`config.mk`:
```
export PLATFORM = sky130hd
export DESIGN_NAME = sel_arbiter
export DESIGN_NICKNAME = d
export VERILOG_FILES = /design/src/rtl/sel_arb_pkg.sv /design/src/rtl/sel_arb_pick.sv /design/src/rtl/sel_arbiter.sv
export SDC_FILE = /design/constraint.sdc
export NUM_CORES = 1
export LEC_CHECK = 0
export CORE_MARGIN = 3
export CORE_UTILIZATION = 35
export DETAILED_ROUTE_END_ITERATION = 10
export GPL_ROUTABILITY_DRIVEN = 0
export HOLD_SLACK_MARGIN = 0.08
export PLACE_DENSITY = 0.64
export SLEW_MARGIN = 5
export SYNTH_ARGS = -nofsm -noshare
export SYNTH_HDL_FRONTEND = slang
export SYNTH_SLANG_ARGS = --single-unit
```
`constraint.sdc`:
```
create_clock -name clk -period 1.5 [get_ports clk]
set_input_delay 0.375 -clock clk [delete_from_list [all_inputs] [get_ports clk]]
set_output_delay 0.375 -clock clk [all_outputs]
set_load 0.01 [all_outputs]
```
`src/rtl/sel_arb_pkg.sv`:
```
// sel_arb_pkg: shared definitions for the 4:1 selector arbiter.
//   state_e  - arbiter FSM state (ST_IDLE, ST_GRANT)
//   SEL_W    - width of the selector select code (2)
//   NREQ     - number of requesters (4)
//   onehot4  - converts a select code into a one-hot grant vector
package sel_arb_pkg;

  localparam int unsigned SEL_W = 2;
  localparam int unsigned NREQ  = 4;

  typedef enum logic [0:0] {
    ST_IDLE  = 1'b0,
    ST_GRANT = 1'b1
  } state_e;

  function automatic logic [NREQ-1:0] onehot4(input logic [SEL_W-1:0] sel);
    logic [NREQ-1:0] v;
    v      = '0;
    v[sel] = 1'b1;
    return v;
  endfunction

endpackage

```
`src/rtl/sel_arb_pick.sv`:
```
// sel_arb_pick: combinational winner finder.
// Searches req starting at index `start` and wrapping modulo 4; the first set bit wins.
//   req   in  [3:0]  request lines
//   start in  [1:0]  first index to consider (0 gives fixed lowest-index priority)
//   idx   out [1:0]  winning index (0 when no request)
//   any   out        at least one request is set
module sel_arb_pick
  import sel_arb_pkg::*;
(
  input  logic [NREQ-1:0]  req,
  input  logic [SEL_W-1:0] start,
  output logic [SEL_W-1:0] idx,
  output logic             any
);

  logic [SEL_W-1:0] cand;

  // Walk from the furthest offset back to `start` so the last hit is the
  // closest one in search order.
  always_comb begin
    idx  = '0;
    any  = 1'b0;
    cand = '0;
    for (int i = NREQ - 1; i >= 0; i--) begin
      cand = start + SEL_W'(i);
      if (req[cand]) begin
        idx = cand;
        any = 1'b1;
      end
    end
  end

endmodule

```
`src/rtl/sel_arbiter.sv`:
```
// sel_arbiter: control stage generating the 2-bit select code for the 4:1 byte selector.
// Grants one of four requesters at a time; a grant ends on done, on the owner dropping
// its request, or when the hold limit expires. A one-cycle idle gap always separates
// grants so sel never changes while valid is high.
//   clk      in        rising-edge clock
//   rst      in        asynchronous active-high reset
//   req      in  [3:0] request lines, bit i requests selector input i
//   done     in        owner releases the grant (ignored when idle)
//   sel      out [1:0] registered select code, held while idle
//   gnt      out [3:0] registered one-hot grant, zero when idle
//   valid    out       grant active; qualifies sel
//   expired  out       one-cycle pulse when a grant ends purely by hold-limit timeout
// Build option: define SEL_ARB_RR_EN for round-robin arbitration (search starts after
// the last winner); otherwise fixed priority, lowest index wins.
module sel_arbiter #(
  parameter int unsigned HOLD_MAX = 15,
  parameter int unsigned NREQ     = 4
) (
  input  logic            clk,
  input  logic            rst,
  input  logic [NREQ-1:0] req,
  input  logic            done,
  output logic [1:0]      sel,
  output logic [NREQ-1:0] gnt,
  output logic            valid,
  output logic            expired
);
  import sel_arb_pkg::*;

  localparam int unsigned CW = (HOLD_MAX == 0) ? 1 : $clog2(HOLD_MAX + 1);
  localparam logic [CW-1:0] CntLast = CW'((HOLD_MAX == 0) ? 0 : HOLD_MAX - 1);

  state_e          state_q, state_d;
  logic [CW-1:0]   cnt_q, cnt_d;
  logic [1:0]      sel_q, sel_d;
  logic [NREQ-1:0] gnt_q, gnt_d;
  logic            valid_q, valid_d;
  logic            expired_q, expired_d;

  logic [1:0] start;
  logic [1:0] win;
  logic       any;
  logic       rel_norm;
  logic       timeout;

`ifdef SEL_ARB_RR_EN
  logic [1:0] ptr_q, ptr_d;

  assign start = ptr_q + 2'd1;
  assign ptr_d = (state_q == ST_IDLE && any) ? win : ptr_q;

  // Reset to 3 so index 0 is searched first after reset.
  always_ff @(posedge clk or posedge rst) begin
    if (rst) begin
      ptr_q <= 2'd3;
    end else begin
      ptr_q <= ptr_d;
    end
  end
`else
  assign start = 2'd0;
`endif

  sel_arb_pick u_pick (
    .req   (req),
    .start (start),
    .idx   (win),
    .any   (any)
  );

  assign rel_norm = done | ~req[sel_q];
  assign timeout  = (HOLD_MAX != 0) && (cnt_q == CntLast);

  always_comb begin
    state_d   = state_q;
    cnt_d     = cnt_q;
    sel_d     = sel_q;
    gnt_d     = '0;
    valid_d   = 1'b0;
    expired_d = 1'b0;
    case (state_q)
      ST_IDLE: begin
        if (any) begin
          state_d = ST_GRANT;
          sel_d   = win;
          gnt_d   = onehot4(win);
          valid_d = 1'b1;
          cnt_d   = '0;
        end
      end
      ST_GRANT: begin
        if (rel_norm || timeout) begin
          state_d   = ST_IDLE;
          // A coincident done/request-drop counts as a normal release.
          expired_d = timeout & ~rel_norm;
        end else begin
          gnt_d   = gnt_q;
          valid_d = 1'b1;
          // Saturate rather than wrap when the hold limit is disabled.
          if (cnt_q != '1) begin
            cnt_d = cnt_q + 1'b1;
          end
        end
      end
      default: state_d = ST_IDLE;
    endcase
  end

  always_ff @(posedge clk or posedge rst) begin
    if (rst) begin
      state_q   <= ST_IDLE;
      cnt_q     <= '0;
      sel_q     <= '0;
      gnt_q     <= '0;
      valid_q   <= 1'b0;
      expired_q <= 1'b0;
    end else begin
      state_q   <= state_d;
      cnt_q     <= cnt_d;
      sel_q     <= sel_d;
      gnt_q     <= gnt_d;
      valid_q   <= valid_d;
      expired_q <= expired_d;
    end
  end

  assign sel     = sel_q;
  assign gnt     = gnt_q;
  assign valid   = valid_q;
  assign expired = expired_q;

endmodule
```
==> impl_metrics.csv <==
group,metric,value,unit
clock_network,cts-root-buf,"clkbuf_4",
pwr,peakVddDrop,789,uV
worst_setup_path,crit_required,1720,ps
finish,antennaDiodeCount,0,
sta,post-route-min-period,1450,ps
pwr,seqPwrFrac,36.1,%
pwr,finalPower,1400,uW
worst_setup_path,critical_path_class,"register to register",
pwr,p_sw_share,36.0,%
grt,globalRouteOverflowTotal,0,
sta,finalSetupViolCount,0,
drt,dr.pass1.iters,4,
placement,pre_cts_slack,-334,ps
worst_setup_path,cp-end-kind,"register",
finish,nets,97,
sta,hold_viol,0,
status,status,"finished clean",
clock_network,cts_tree,"built",
placement,io_buffers,14,
synth,synth-compound-area-share,13.9,%
synth,synth_nets,70,
grt,grt_max_degree,13,
die,core-area,1590,um2
sta,setup_slack,49.4,ps
synth,synthesis.area,623,um2
sta,hold-worst-slack,390,ps
synth,syn_inst,61,
sta,fmax,689,MHz
sta,slew_headroom,70.7,%
pwr,power_frac_clock,18.9,%
synth,ys_seq_area_share,48.2,%
clock_network,clock_sinks,12,
synth,synth_mux_area_share,6.63,%
die,die_w,48.2,um
drt,drtIter0Drc,6,
min_path,hp-class,"input pin to async pin",
flow_run,cap_violations,0,
grt,grt_antenna_before_repair,0,
clock_network,htreeDepth,1,
clock_network,clkLatencyLatePin,280,ps
clock_network,cts_buffers,3,
worst_setup_path,timing.rr.start,"sel[0]",
drt,drc,0,
pwr,p_comb_share,45.0,%
drt,drt_wl_total,1.41,mm
finish,drive_above_1_share,21.8,%
pwr,cellLeakagePower,0.000475,uW
sta,tightest_slew,439,ps
finish,nFillCells,145,
synth,ys_seq_elements,12,
sta,fin_skew,11.3,ps
worst_setup_path,ff2ff_setup_slack,50,ps
synth,synth-simple-area-share,23.1,%
synth,synthDistinctLibCells,25,
die,die_h,48.2,um
drt,avgRoutedWirePerCell,12.7,um
die,rows,14,
sta,timing.final.crit_share,96.7,%
sta,maxSlewViolCount,0,
sta,tns,0,ps
synth,synth_top_family_by_area,"simple AND/OR/NAND/NOR gates",
synth,synth_fa_ha_area_share,4.02,%
die,die_area,2320,um2
die,start_util,39.1,%
worst_setup_path,arrival,1680,ps
die,pin_count,15,
grt,grtUsageTotal,13.6,%
worst_setup_path,r2r-end,"cnt_q[3]",
synth,avgSynthCellArea,10.2,um2
synth,synthXorXnorAreaFrac,0,%
pwr,intPower,894,uW
drt,via_per_inst,4.95,
grt,grt_pass1_wl,2.13,mm
drt,ant_nets,0,
grt,grt_pass1_vias,471,
pwr,p_switching,503,uW
synth,ys.warnings.count,0,
clock_network,path_clk_slew,80,ps
pwr,p_per_area,1510,nW/um2
worst_setup_path,critPathLaunchType,"register",
placement,dp_hpwl,1.12,mm
clock_network,cts.path.max_buffers,2,
worst_setup_path,cp_max_fo,5,
sta,grt_setup_unrepaired,"yes",
worst_setup_path,reg2reg_depth,5,
finish,syn2layout_area_growth,49.0,%
drt,via_count,550,
[Yosys cell counts (all sizes together)]
library cell	n	area share [%]
buf	1	1.2
nand3b	2	2.4
a21oi	1	0.80
mux2i	3	4.8
or4	1	1.2
inv	5	3.0
nand4	2	2.0
a22o	2	2.8
nor2b	1	1.0
o22a	1	1.4
nand2b	3	3.0
a32o	2	3.2
dfrtp	12	48
nand3	5	4.0
nor3b	1	1.2
o21ai	1	0.80
a2bb2oi	1	2.4
nand2	3	1.8
mux2	1	1.8
or3b	1	1.4
o211ai	1	1.2
nor2	7	4.2
a21o	1	1.2
ha	2	4.0
nor3	1	0.80
[worst max path at each step]
stage | startpoint | end | slack, ps | cells after the start
3_3_place_gp | req[1] | gnt[2] | -290 | 5
2_1_floorplan | sel[0] | gnt[2] | 40 | 4
5_1_grt | sel[0] | cnt_q[0] | -8 | 5
6_report | sel[0] | cnt_q[3] | 50 | 5
4_1_cts | req[1] | gnt[1] | -40 | 5
3_5_place_dp | req[1] | gnt[2] | -330 | 5
[flip-flops by register name (all words and copies together), names as in the netlist]
signal / cells
cnt_q: 4
expired: 1
gnt: 4
sel: 2
valid: 1
[final cells by class]
cell class	count	area, um2	area share, %
sequential	12	300	32.3
tap	24	30.0	3.23
timing repair buffer	23	204	22.0
inverter	5	18.8	2.02
multi-input combinational	43	339	36.5
clock buffer	4	36.3	3.91
[stage by stage]
stage	utilization [%]	cells	area, um2
after CTS	55.2	111	880
after floorplan	-	61	623
after global routing	58.2	111	928
final	58.2	111	928
after global placement	53.1	106	846
after detailed placement	53.1	106	846
[cell families after synthesis]
kind of cell               after synthesis
DFF                                     12
AOI/OAI and AO/OA                       10
and+or+nand+nor                         27
adders and majority gates                2
muxes                                    4
buffers and inverters                    6
[routing by layer]
| layer | vias up | global-route usage, % | wire length, um |
|---|---|---|---|
| li1 | 275 | - | - |
| met1 | 260 | 17.8 | 648 |
| met2 | 11 | 20.3 | 678 |
| met3 | 4 | 4.43 | 52 |
| met4 | 0 | 6.45 | 29 |
| met5 | - | 0 | 0 |
[power groups by stage]
stage | logic (uW) | clock network [uW] | registers [uW]
after detailed placement | 581 | 0 | 511
after floorplan | 306 | 0 | 522
after global routing | 693 | 281 | 521
after global placement | 566 | 0 | 506
after CTS | 558 | 267 | 499
final | 629 | 263 | 505
[placed cells by master, fill, tap and decap left out, types with 3 or more instances in the layout]
cell / n
dfrtp_1: 12
dlygate4sd2_1: 8
buf_4: 8
nor2_1: 7
inv_1: 5
nand3_1: 5
clkdlybuf4s50_1: 5
nand2_1: 3
clkbuf_4: 3
[critical path, stage by stage, from the launching register on]
cell and delay [ps]:
dfrtp_1 430, buf_6 140, mux2i_4 180, a2bb2oi_4 160
or4_1 410, nand4_1 80
[what timing repair did]
action	in CTS	in global routing
endpoints found under the setup margin	14	8
gates resized for setup	8	9
setup buffers	1	0
cloned	0	0
hold endpoints to repair	0	0
pin swaps	0	2
hold buffers	0	0
No activity file was read; power rests on OpenSTA's default activity.
